File: src/rtl/fp_mac_dot_pkg.sv
// Shared types for the floating-point dot-product controller: FSM states and rounding-mode codes.
package fp_mac_dot_pkg;

  typedef enum logic [1:0] {
    ST_IDLE  = 2'd0,
    ST_ACCUM = 2'd1,
    ST_DONE  = 2'd2
  } state_t;

  localparam logic [2:0] RND_NEAREST_EVEN = 3'b000;
  localparam logic [2:0] RND_TO_ZERO      = 3'b001;
  localparam logic [2:0] RND_UP           = 3'b010;
  localparam logic [2:0] RND_DOWN         = 3'b011;
  localparam logic [2:0] RND_NEAREST_UP   = 3'b100;
  localparam logic [2:0] RND_AWAY         = 3'b101;

endpackage

File: src/rtl/fp_mac_dot_ctrl_mac.sv
// Combinational fused multiply-add z = a*b + c, single rounding; subnormal inputs and results flush to zero.
// Status: [0] zero, [1] infinity, [2] invalid, [3] tiny, [4] huge, [5] inexact, [7:6] unused (0).
module dw_fp_mac
  import fp_mac_dot_pkg::*;
#(
  parameter int SIG_WIDTH       = 23,
  parameter int EXP_WIDTH       = 8,
  parameter int IEEE_COMPLIANCE = 0
) (
  input  logic [SIG_WIDTH+EXP_WIDTH:0] i_a,
  input  logic [SIG_WIDTH+EXP_WIDTH:0] i_b,
  input  logic [SIG_WIDTH+EXP_WIDTH:0] i_c,
  input  logic [2:0]                   i_rnd,
  output logic [SIG_WIDTH+EXP_WIDTH:0] o_z,
  output logic [7:0]                   o_status
);

  localparam int PW  = 2*SIG_WIDTH + 2;
  localparam int SW  = PW + 4;
  localparam int NW  = SW - 1;
  localparam int LW  = $clog2(SW) + 1;
  localparam int EW2 = EXP_WIDTH + 3;
  localparam logic signed [EW2-1:0] BIAS     = EW2'((1 << (EXP_WIDTH-1)) - 1);
  localparam logic signed [EW2-1:0] EINF     = EW2'((1 << EXP_WIDTH) - 1);
  localparam logic signed [EW2-1:0] NORM_OFF = EW2'(2*SIG_WIDTH + 3);
  localparam logic signed [EW2-1:0] DMAX     = EW2'(SW);
  localparam logic signed [EW2-1:0] EONE     = EW2'(1);
  localparam logic signed [EW2-1:0] EZERO    = '0;
  localparam logic [SIG_WIDTH+EXP_WIDTH:0] NAN_Z = (IEEE_COMPLIANCE != 0) ?
    {1'b0, {EXP_WIDTH{1'b1}}, 1'b1, {(SIG_WIDTH-1){1'b0}}} :
    {1'b0, {EXP_WIDTH{1'b1}}, SIG_WIDTH'(1)};

  logic                 w_sa, w_sb, w_sc;
  logic [EXP_WIDTH-1:0] w_ea, w_eb, w_ec;
  logic [SIG_WIDTH-1:0] w_fa, w_fb, w_fc;
  assign {w_sa, w_ea, w_fa} = i_a;
  assign {w_sb, w_eb, w_fb} = i_b;
  assign {w_sc, w_ec, w_fc} = i_c;

  logic w_a_zero, w_b_zero, w_c_zero, w_a_inf, w_b_inf, w_c_inf, w_any_nan;
  assign w_a_zero  = (w_ea == '0);
  assign w_b_zero  = (w_eb == '0);
  assign w_c_zero  = (w_ec == '0);
  assign w_a_inf   = (w_ea == '1) && (w_fa == '0);
  assign w_b_inf   = (w_eb == '1) && (w_fb == '0);
  assign w_c_inf   = (w_ec == '1) && (w_fc == '0);
  assign w_any_nan = ((w_ea == '1) && (w_fa != '0)) || ((w_eb == '1) && (w_fb != '0)) ||
                     ((w_ec == '1) && (w_fc != '0));

  logic                  w_ps, w_xs, w_ys, w_rs, w_stk, w_g, w_st, w_inc, w_ovf_max;
  logic [PW-1:0]         w_pm, w_cm, w_xm, w_ym;
  logic signed [EW2-1:0] w_pe, w_ce, w_emax, w_d, w_er, w_erf;
  logic [SW-1:0]         w_xw, w_yw, w_ysh, w_sum;
  logic [NW-1:0]         w_norm;
  logic [LW-1:0]         w_amt, w_lead;
  logic [SIG_WIDTH-1:0]  w_frac, w_fr;
  logic [SIG_WIDTH+1:0]  w_mr;

  // Alignment, add, normalise and round on a common fixed-point grid with 3 guard bits.
  always_comb begin
    w_ps   = w_sa ^ w_sb;
    w_pm   = PW'({1'b1, w_fa}) * PW'({1'b1, w_fb});
    w_cm   = w_c_zero ? '0 : PW'({1'b1, w_fc, {SIG_WIDTH{1'b0}}});
    w_pe   = EW2'(w_ea) + EW2'(w_eb) - BIAS;
    w_ce   = EW2'(w_ec);
    if (w_c_zero || (w_pe >= w_ce)) begin
      w_xm = w_pm; w_xs = w_ps; w_emax = w_pe; w_ym = w_cm; w_ys = w_sc; w_d = w_pe - w_ce;
    end else begin
      w_xm = w_cm; w_xs = w_sc; w_emax = w_ce; w_ym = w_pm; w_ys = w_ps; w_d = w_ce - w_pe;
    end
    w_xw  = {1'b0, w_xm, 3'b000};
    w_yw  = {1'b0, w_ym, 3'b000};
    w_amt = w_d[LW-1:0];
    if (w_d >= DMAX) begin
      w_ysh = '0;
      w_stk = |w_yw;
    end else begin
      w_ysh = w_yw >> w_amt;
      w_stk = |(w_yw & ~({SW{1'b1}} << w_amt));
    end
    w_ysh[0] = w_ysh[0] | w_stk;
    if (w_xs == w_ys) begin
      w_sum = w_xw + w_ysh; w_rs = w_xs;
    end else if (w_xw >= w_ysh) begin
      w_sum = w_xw - w_ysh; w_rs = w_xs;
    end else begin
      w_sum = w_ysh - w_xw; w_rs = w_ys;
    end
    w_lead = '0;
    for (int i = 0; i < SW; i++) begin
      if (w_sum[i]) w_lead = LW'(i);
    end
    w_er   = w_emax + EW2'(w_lead) - NORM_OFF;
    w_norm = NW'(w_sum << (LW'(SW-1) - w_lead));
    w_frac = w_norm[NW-1 -: SIG_WIDTH];
    w_g    = w_norm[NW-1-SIG_WIDTH];
    w_st   = |w_norm[NW-2-SIG_WIDTH:0];
    case (i_rnd)
      RND_TO_ZERO:    w_inc = 1'b0;
      RND_UP:         w_inc = !w_rs && (w_g || w_st);
      RND_DOWN:       w_inc = w_rs && (w_g || w_st);
      RND_NEAREST_UP: w_inc = w_g;
      RND_AWAY:       w_inc = w_g || w_st;
      default:        w_inc = w_g && (w_st || w_frac[0]);
    endcase
    w_mr = {2'b01, w_frac} + (SIG_WIDTH+2)'(w_inc);
    if (w_mr[SIG_WIDTH+1]) begin
      w_fr = w_mr[SIG_WIDTH:1]; w_erf = w_er + EONE;
    end else begin
      w_fr = w_mr[SIG_WIDTH-1:0]; w_erf = w_er;
    end
    w_ovf_max = (i_rnd == RND_TO_ZERO) || ((i_rnd == RND_UP) && w_rs) ||
                ((i_rnd == RND_DOWN) && !w_rs);
  end

  always_comb begin
    o_z      = '0;
    o_status = '0;
    if (w_any_nan || (w_a_inf && w_b_zero) || (w_b_inf && w_a_zero) ||
        ((w_a_inf || w_b_inf) && w_c_inf && (w_ps != w_sc))) begin
      o_z         = NAN_Z;
      o_status[2] = 1'b1;
    end else if (w_a_inf || w_b_inf) begin
      o_z         = {w_ps, {EXP_WIDTH{1'b1}}, {SIG_WIDTH{1'b0}}};
      o_status[1] = 1'b1;
    end else if (w_c_inf) begin
      o_z         = {w_sc, {EXP_WIDTH{1'b1}}, {SIG_WIDTH{1'b0}}};
      o_status[1] = 1'b1;
    end else if (w_a_zero || w_b_zero) begin
      if (w_c_zero) begin
        o_z         = {w_ps && w_sc, {(SIG_WIDTH+EXP_WIDTH){1'b0}}};
        o_status[0] = 1'b1;
      end else begin
        o_z = i_c;
      end
    end else if (w_sum == '0) begin
      o_status[0] = 1'b1;
    end else if (w_erf >= EINF) begin
      o_status[4] = 1'b1;
      o_status[5] = 1'b1;
      if (w_ovf_max) begin
        o_z = {w_rs, {(EXP_WIDTH-1){1'b1}}, 1'b0, {SIG_WIDTH{1'b1}}};
      end else begin
        o_z         = {w_rs, {EXP_WIDTH{1'b1}}, {SIG_WIDTH{1'b0}}};
        o_status[1] = 1'b1;
      end
    end else if (w_erf <= EZERO) begin
      o_z         = {w_rs, {(SIG_WIDTH+EXP_WIDTH){1'b0}}};
      o_status[0] = 1'b1;
      o_status[3] = 1'b1;
      o_status[5] = 1'b1;
    end else begin
      o_z         = {w_rs, w_erf[EXP_WIDTH-1:0], w_fr};
      o_status[5] = w_g || w_st;
    end
  end

endmodule

File: src/rtl/fp_mac_dot_ctrl.sv
// Dot-product sequencer around a zero-latency FP MAC: one operand pair per clock into a registered accumulator.
// Optional sticky status register built only with `define FP_MAC_DOT_CTRL_STATUS_EN.
//   state    | meaning
//   ST_IDLE  | waiting for start; job registers loaded on accept
//   ST_ACCUM | accepting pairs, acc <= acc + a*b, cnt counts down
//   ST_DONE  | result valid, held until out_ready
module fp_mac_dot_ctrl
  import fp_mac_dot_pkg::*;
#(
  parameter int SIG_WIDTH       = 23,
  parameter int EXP_WIDTH       = 8,
  parameter int IEEE_COMPLIANCE = 0,
  parameter int LEN_WIDTH       = 16
) (
  input  logic                         clk,
  input  logic                         rst,
  input  logic                         start,
  input  logic [LEN_WIDTH-1:0]         len,
  input  logic [SIG_WIDTH+EXP_WIDTH:0] init_c,
  input  logic [2:0]                   rnd,
  input  logic                         in_valid,
  output logic                         in_ready,
  input  logic [SIG_WIDTH+EXP_WIDTH:0] in_a,
  input  logic [SIG_WIDTH+EXP_WIDTH:0] in_b,
  output logic                         out_valid,
  input  logic                         out_ready,
  output logic [SIG_WIDTH+EXP_WIDTH:0] out_z,
  output logic [7:0]                   out_status,
  output logic                         busy
);

  localparam int W = SIG_WIDTH + EXP_WIDTH + 1;
  localparam logic [LEN_WIDTH-1:0] CNT_ONE = LEN_WIDTH'(1);

  state_t               r_state, w_state_nxt;
  logic [W-1:0]         r_acc;
  logic [LEN_WIDTH-1:0] r_cnt;
  logic [2:0]           r_rnd;
  logic [W-1:0]         w_mac_z;
  logic [7:0]           w_mac_status;
  logic                 w_in_ready, w_out_valid, w_accept, w_xfer;

  dw_fp_mac #(
    .SIG_WIDTH      (SIG_WIDTH),
    .EXP_WIDTH      (EXP_WIDTH),
    .IEEE_COMPLIANCE(IEEE_COMPLIANCE)
  ) u_mac (
    .i_a     (in_a),
    .i_b     (in_b),
    .i_c     (r_acc),
    .i_rnd   (r_rnd),
    .o_z     (w_mac_z),
    .o_status(w_mac_status)
  );

  always_ff @(posedge clk or posedge rst) begin
    if (rst) r_state <= ST_IDLE;
    else     r_state <= w_state_nxt;
  end

  always_comb begin
    w_state_nxt = r_state;
    w_in_ready  = 1'b0;
    w_out_valid = 1'b0;
    case (r_state)
      ST_IDLE: begin
        if (start) w_state_nxt = (len == '0) ? ST_DONE : ST_ACCUM;
      end
      ST_ACCUM: begin
        w_in_ready = 1'b1;
        if (in_valid && (r_cnt == CNT_ONE)) w_state_nxt = ST_DONE;
      end
      ST_DONE: begin
        w_out_valid = 1'b1;
        if (out_ready) w_state_nxt = ST_IDLE;
      end
      default: w_state_nxt = ST_IDLE;
    endcase
  end

  assign w_accept  = (r_state == ST_IDLE) && start;
  assign w_xfer    = w_in_ready && in_valid;
  assign in_ready  = w_in_ready;
  assign out_valid = w_out_valid;
  assign out_z     = r_acc;
  assign busy      = (r_state != ST_IDLE);

  // cnt only decrements on a transfer in ACCUM, where it is always >= 1, so it cannot wrap.
  always_ff @(posedge clk or posedge rst) begin
    if (rst) begin
      r_acc <= '0;
      r_cnt <= '0;
      r_rnd <= '0;
    end else if (w_accept) begin
      r_acc <= init_c;
      r_cnt <= len;
      r_rnd <= rnd;
    end else if (w_xfer) begin
      r_acc <= w_mac_z;
      r_cnt <= r_cnt - CNT_ONE;
    end
  end

`ifdef FP_MAC_DOT_CTRL_STATUS_EN
  logic [7:0] r_status;

  always_ff @(posedge clk or posedge rst) begin
    if (rst) begin
      r_status <= '0;
    end else if (w_accept) begin
      r_status <= '0;
    end else if (w_xfer) begin
      r_status <= {r_status[7:1] | w_mac_status[7:1], w_mac_status[0]};
    end
  end

  assign out_status = r_status;
`else
  logic w_status_unused;
  assign w_status_unused = ^w_mac_status;
  assign out_status      = '0;
`endif

endmodule
File: config.mk
export PLATFORM = sky130hd
export DESIGN_NAME = fp_mac_dot_ctrl
export DESIGN_NICKNAME = d
export VERILOG_FILES = /design/src/rtl/fp_mac_dot_pkg.sv /design/src/rtl/fp_mac_dot_ctrl_mac.sv /design/src/rtl/fp_mac_dot_ctrl.sv
export SDC_FILE = /design/constraint.sdc
export NUM_CORES = 2
export LEC_CHECK = 0
export CAP_MARGIN = 20
export CELL_PAD_IN_SITES_DETAIL_PLACEMENT = 1
export CELL_PAD_IN_SITES_GLOBAL_PLACEMENT = 2
export CORE_MARGIN = 2
export CORE_UTILIZATION = 41
export DETAILED_ROUTE_END_ITERATION = 12
export PLACE_DENSITY_LB_ADDON = 0.1
export REMOVE_ABC_BUFFERS = 1
export SLEW_MARGIN = 20
export SYNTH_ARGS = -nofsm -noshare
export SYNTH_HDL_FRONTEND = slang
export SYNTH_SLANG_ARGS = --single-unit
File: constraint.sdc
create_clock -name clk -period 23.9 [get_ports clk]
set_input_delay 7.17 -clock clk [delete_from_list [all_inputs] [get_ports clk]]
set_output_delay 7.17 -clock clk [all_outputs]
set_load 0.02 [all_outputs]
== Yosys cells after proc, flatten, opt, wreduce, memory -nomap -nowiden ==
Index checks and enable logic that the tools add are counted.
Storage, ports and cells
  flip-flop bits (word level): 53
  bits of input ports: 120
  output and inout port bits: 43
  logic and storage cells: 189
Cells by class
  add/subtract/negate cells: 13
  multiply operators: 1
  $lt $le $gt $ge: 5
  eq/ne operators: 19
  shift operators: 3
  muxes and demuxes: 87
  bitwise operators: 4
  reductions and logical operators: 52
Operator list (count)
  two-way mux 32 bit: 8
  two-way mux 52 bit: 3
  two-way mux 6 bit: 20
  two-way mux 48 bit: 2
  two-way mux 5 bit: 16
  logical NOT 23 bit: 3
  nonzero test 23 bit: 3
  two-way mux 31 bit: 2
  adder 51 x 52 -> 52 bit: 1
  AND 51 x 52 -> 52 bit: 1
  >= comparator 51 x 52 -> 1 bit: 1
  logical NOT 52 bit: 1
  inverter 52 bit: 1
  OR reduction 52 bit: 1
  left shift 52 x 7 -> 51 bit: 1
  left shift 52 x 7 -> 52 bit, first input constant: 1
  right shift 51 x 7 -> 52 bit: 1
  subtractor 51 x 52 -> 52 bit: 1
  subtractor 52 x 51 -> 52 bit: 1
  multiplier 24 x 24 -> 48 bit: 1
  OR reduction 48 bit: 1
  two-way mux 47 bit: 1
  two-way mux 11 bit: 3
  two-way mux 16 bit: 2
  47 further kinds: 108

== Longest topological paths before layout ==
  depth in word-level cells: 83
  gate-level depth with buffers: 91
  gate-level depth less buffers: 77

== By module ==
A second synthesis with hierarchy kept.
Second synthesis, totals
  cells, all modules: 6707
  area total of the unflattened synthesis: 47984.8 µm²
Modules (own cells, without submodules)
  dw_fp_mac: times used 1, cells an instance 6381, area each 45238.4 µm², sequential area each 0.0 µm²
  fp_mac_dot_ctrl: times used 1, cells an instance 326, area each 2746.4 µm², sequential area each 1326.3 µm²

== Worst setup path after synthesis ==
Ideal clock, no wire load.
  kind: input -> register
  start point: input port in_b[0]
  end point: register r_acc[7] (netlist: out_z[7])
  setup time: 0.089 ns
  arrival time: 25.144 ns
  path slack: -1.333 ns
  stages on the path: 83
  cells stage by stage: clkbuf_1 -> clkbuf_1 -> and2_1 -> fa_1 -> fa_1 -> inv_1 -> fa_1 -> inv_1 -> fa_1 -> inv_1 -> fa_1 -> inv_1 -> fa_1 -> inv_1 -> fa_1 -> inv_1 -> ha_1 -> buf_2 -> [47 not listed] -> and3_1 -> a31oi_1 -> o21ai_0 -> a221oi_1 -> a21oi_1 -> nor2_1 -> ha_1 -> ha_1 -> and3_1 -> clkbuf_1 -> nand3_1 -> or4b_1 -> mux2_1 -> o21a_1 -> buf_6 -> or4_4 -> buf_6 -> o211ai_2
On the way
  longest elaborated chain between the ends: 78
RTL lines
  from (decl): RTL line fp_mac_dot_ctrl.sv:24  | input logic [SIG_WIDTH+EXP_WIDTH:0] in_b,
  parallel branches: the longest is 78 deep, another holds subtractor 52 x 51 -> 52 bit
  to (signal assigned): RTL line fp_mac_dot_ctrl.sv:95  | r_acc <= init_c;
  to (signal assigned): RTL line fp_mac_dot_ctrl.sv:99  | r_acc <= w_mac_z;
  to (decl): RTL line fp_mac_dot_ctrl.sv:36  | logic [W-1:0] r_acc;
Several ways; the timed one is not identified. The select of a mux whose other input is x is not followed.
A chain may end at the register's enable or synchronous reset.

== Final worst setup path ==
  start point: input port in_b[9]
  end point: register r_acc[6] (netlist: out_z[6])
The elaborated chain is that of the path after synthesis.

==> impl_metrics.json <==
{
  "status": "complete, but fails checks",
  "violations": "setup timing",
  "grt_overflow_total": 0,
  "portBuffers": 154,
  "ys.flop_type": "dfrtp_1",
  "track_usage": 0.453,
  "gp_congestion": 1.08,
  "cap_violations": 0,
  "post-place-ws_ns": -2.64,
  "grt_max_degree": 64,
  "drtIter0Drc": 6364,
  "syn_to_final_growth_pct": 44.3,
  "avgSynthCellArea_um2": 7.32,
  "hp-start": "r_cnt[8]$_DFFE_PP0P_",
  "postSynth.asyncResetShare": 1.00,
  "std_cell_rows": 123,
  "cpPeakStageDelay_ns": 0.60,
  "crit_path_end_kind": "register",
  "cts_sinks": 53,
  "worstSetupPathType": "in -> reg",
  "fin_ws_ns": -0.925,
  "holdPathEnd": "r_cnt[8]$_DFFE_PP0P_",
  "core_mm2": 0.112,
  "timing.rr.end": "out_z[6]$_DFFE_PP0P_",
  "netlist.area_leader.share": 0.210,
  "fin_nets": 9087,
  "ctsRootBufferMaster": "clkbuf_16",
  "finalClockSkew_ns": 0.00854,
  "grt_antenna_before_repair": 13,
  "ios": 163,
  "netlist_instances": 6352,
  "fin_area_mm2": 0.0671,
  "dieArea_mm2": 0.116,
  "clk-insertion-delay-late_ns": 0.31,
  "clk_path_buf_depth": 2,
  "num_vias": 60400,
  "hold_viol_final": 0,
  "yosysSeqAreaShare": 0.0285,
  "initial_core_util": 0.413,
  "path_common_cell": "buf_4",
  "fin_crit_ns": 24.83,
  "holdPathStages": 1,
  "syn-cell-area_mm2": 0.0465,
  "drive_gt1_frac": 0.322,
  "fmaxAchievable_mhz": 40.3,
  "required_ns": 24.12,
  "grt_pass1_vias": 64100,
  "cts_tree": "built",
  "postPlaceCellArea_mm2": 0.0627,
  "synth_enable_flop_cells": 0,
  "reg2reg_depth": 62,
  "first_pass_iters": 6,
  "synth_area_leaders": "fa_1 (21%), ha_1 (9.8%), inv_1 (6.4%), nand2_1 (5.6%), a21oi_1 (4.6%)",
  "drt-total-wl_mm": 276,
  "cp_num_buf_inv": 23,
  "crit_path_top_delay_cell": "fa_1",
  "synth_top_area_cell": "fa_1",
  "worst-path-max-fanout": 9,
  "relSlewSlack": 0.197,
  "clk_pin_slew_ns": 0.08,
  "antenna_left": 0,
  "wire_per_inst_um": 28.7,
  "cts_hold_buf": 0,
  "worst_setup_path_start_kind": "input port",
  "grt_pass1_wl_mm": 403,
  "yosysWarnings": 0,
  "cp.arrival_ns": 25.05,
  "drc_errors": 0,
  "hold_class": "reg -> reg",
  "cts_made_buffers": 5,
  "die-height_um": 341,
  "setup_tns_ns": -25.52,
  "synth_cell_type_count": 132,
  "cts.htree.levels": 2,
  "die-width_um": 341,
  "rrSetupSlack_ns": 8.81,
  "worstMarginPinSlew_ns": 1.20,
  "min_period_over_period": 1.04,
  "finalMaxSlewViolations": 0,
  "dp_hpwl_mm": 219,
  "vias_per_cell": 6.28,
  "rsz0062_at_grt": "true",
  "r2r-start": "out_z[26]$_DFFE_PP0P_",
  "synth_seq_cells": 53,
  "cp_top_family": "compound AO/OA/AOI/OAI gates",
  "setup_viol_count_final": 31
}
[worst reg2reg max path, delay by kind of cell, from the launching register on]
kind	cells	cell delay (ns)
AND/OR/NAND/NOR	12	3.19
adder cells (fa/ha/maj)	4	1.00
flip-flops	1	0.51
buffers and inverters	12	2.36
multiplexers	1	0.33
AO/OA/AOI/OAI	33	7.66
[layer usage]
metal  track usage  share of wire
met1         0.578           0.39
met2         0.714           0.44
met3         0.120           0.11
met4         0.206          0.061
met5             0        0.00021
[cell type report]
cell class / instances / area, um2
diodes: 3 / 7.51
inverters: 801 / 3020
flip-flops and latches: 53 / 1330
fillers: 14000 / 45400
clock buffers: 7 / 143
well taps: 1500 / 1880
repair inverters: 1 / 7.51
multi-input cells: 5137 / 43500
repair buffers: 2115 / 17300
[Yosys cell counts (all sizes together), types with 21 or more instances]
cell type and count:
o22ai 37, nor3 148, a21oi 434, a211o 27, xor2 51, o21a 52, nor4 68, o311ai 24
a21o 123, clkbuf 231, a2111oi 30, or2 38, nand4 91, nand2 694, o21ai 277, o21bai 67
and3 51, or4 21, a22oi 33, nand2b 44, dfrtp 53, nor2 504, o31ai 39, or3 55
nand3 154, mux2i 102, buf 138, nor2b 29, a31oi 42, o22a 27, a211oi 81, and2 334
mux2 42, xnor2 92, inv 798, o211ai 96, fa 488, ha 365
[state kept, by name, indices dropped and copies added, names as in the netlist]
| signal | cells |
|---|---|
| out_z | 32 |
| r_cnt | 16 |
| r_rnd | 3 |
| r_state | 2 |
[cell families after synthesis]
family | synth area share
AND/OR/NAND/NOR | 0.240
AO/OA/AOI/OAI | 0.253
buffers and inverters | 0.102
adder cells (fa/ha/maj) | 0.308
multiplexers | 0.0404
XOR/XNOR | 0.0272
flip-flops | 0.0285
other | 0.0000806
[metrics by stage]
stage | utilization | cells | hold WS [ns]
after global placement | 0.557 | 9465 | 0.494
after detailed placement | 0.557 | 9465 | 0.508
after floorplan | - | 5988 | 0.470
after global routing | 0.596 | 9614 | 0.545
after CTS | 0.586 | 9574 | 0.523
final | 0.597 | 9617 | 0.524
[worst max path at each step]
stage                     startpoint               endpoint  depth (start not counted)
after floorplan              in_b[0]  out_z[10]$_DFFE_PP0P_                         68
after global placement       in_b[0]   out_z[6]$_DFFE_PP0P_                         77
after detailed placement    in_a[13]   out_z[6]$_DFFE_PP0P_                         87
after CTS                    in_b[8]   out_z[6]$_DFFE_PP0P_                         83
after global routing         in_b[9]   out_z[6]$_DFFE_PP0P_                         83
final                        in_b[9]   out_z[6]$_DFFE_PP0P_                         83
[placed cells by master (no fill, tap or decap), drive strengths merged, types with 29 or more instances in the layout]
cell / instances
buf: 1957
inv: 797
nand2: 694
nor2: 504
fa: 488
a21oi: 434
ha: 365
and2: 334
o21ai: 277
nand3: 154
nor3: 148
clkdlybuf4s50: 133
a21o: 123
mux2i: 102
o211ai: 96
xnor2: 92
nand4: 91
a211oi: 81
nor4: 68
o21bai: 67
or3: 55
dfrtp: 53
o21a: 52
and3: 51
xor2: 51
nand2b: 44
a31oi: 42
mux2: 42
o31ai: 39
or2: 38
o22ai: 37
a22oi: 33
a2111oi: 30
nor2b: 29
[what timing repair did]
action                                  CTS  global route
endpoints found under the setup margin   31            31
setup buffers                            94            40
cloned                                    9             1
pin swaps                               162           125
gates resized for setup                 533           164
Power is left out: the tool's default activity adds up to more than one toggle a clock period on the data nets, which glitch-free logic cannot reach.
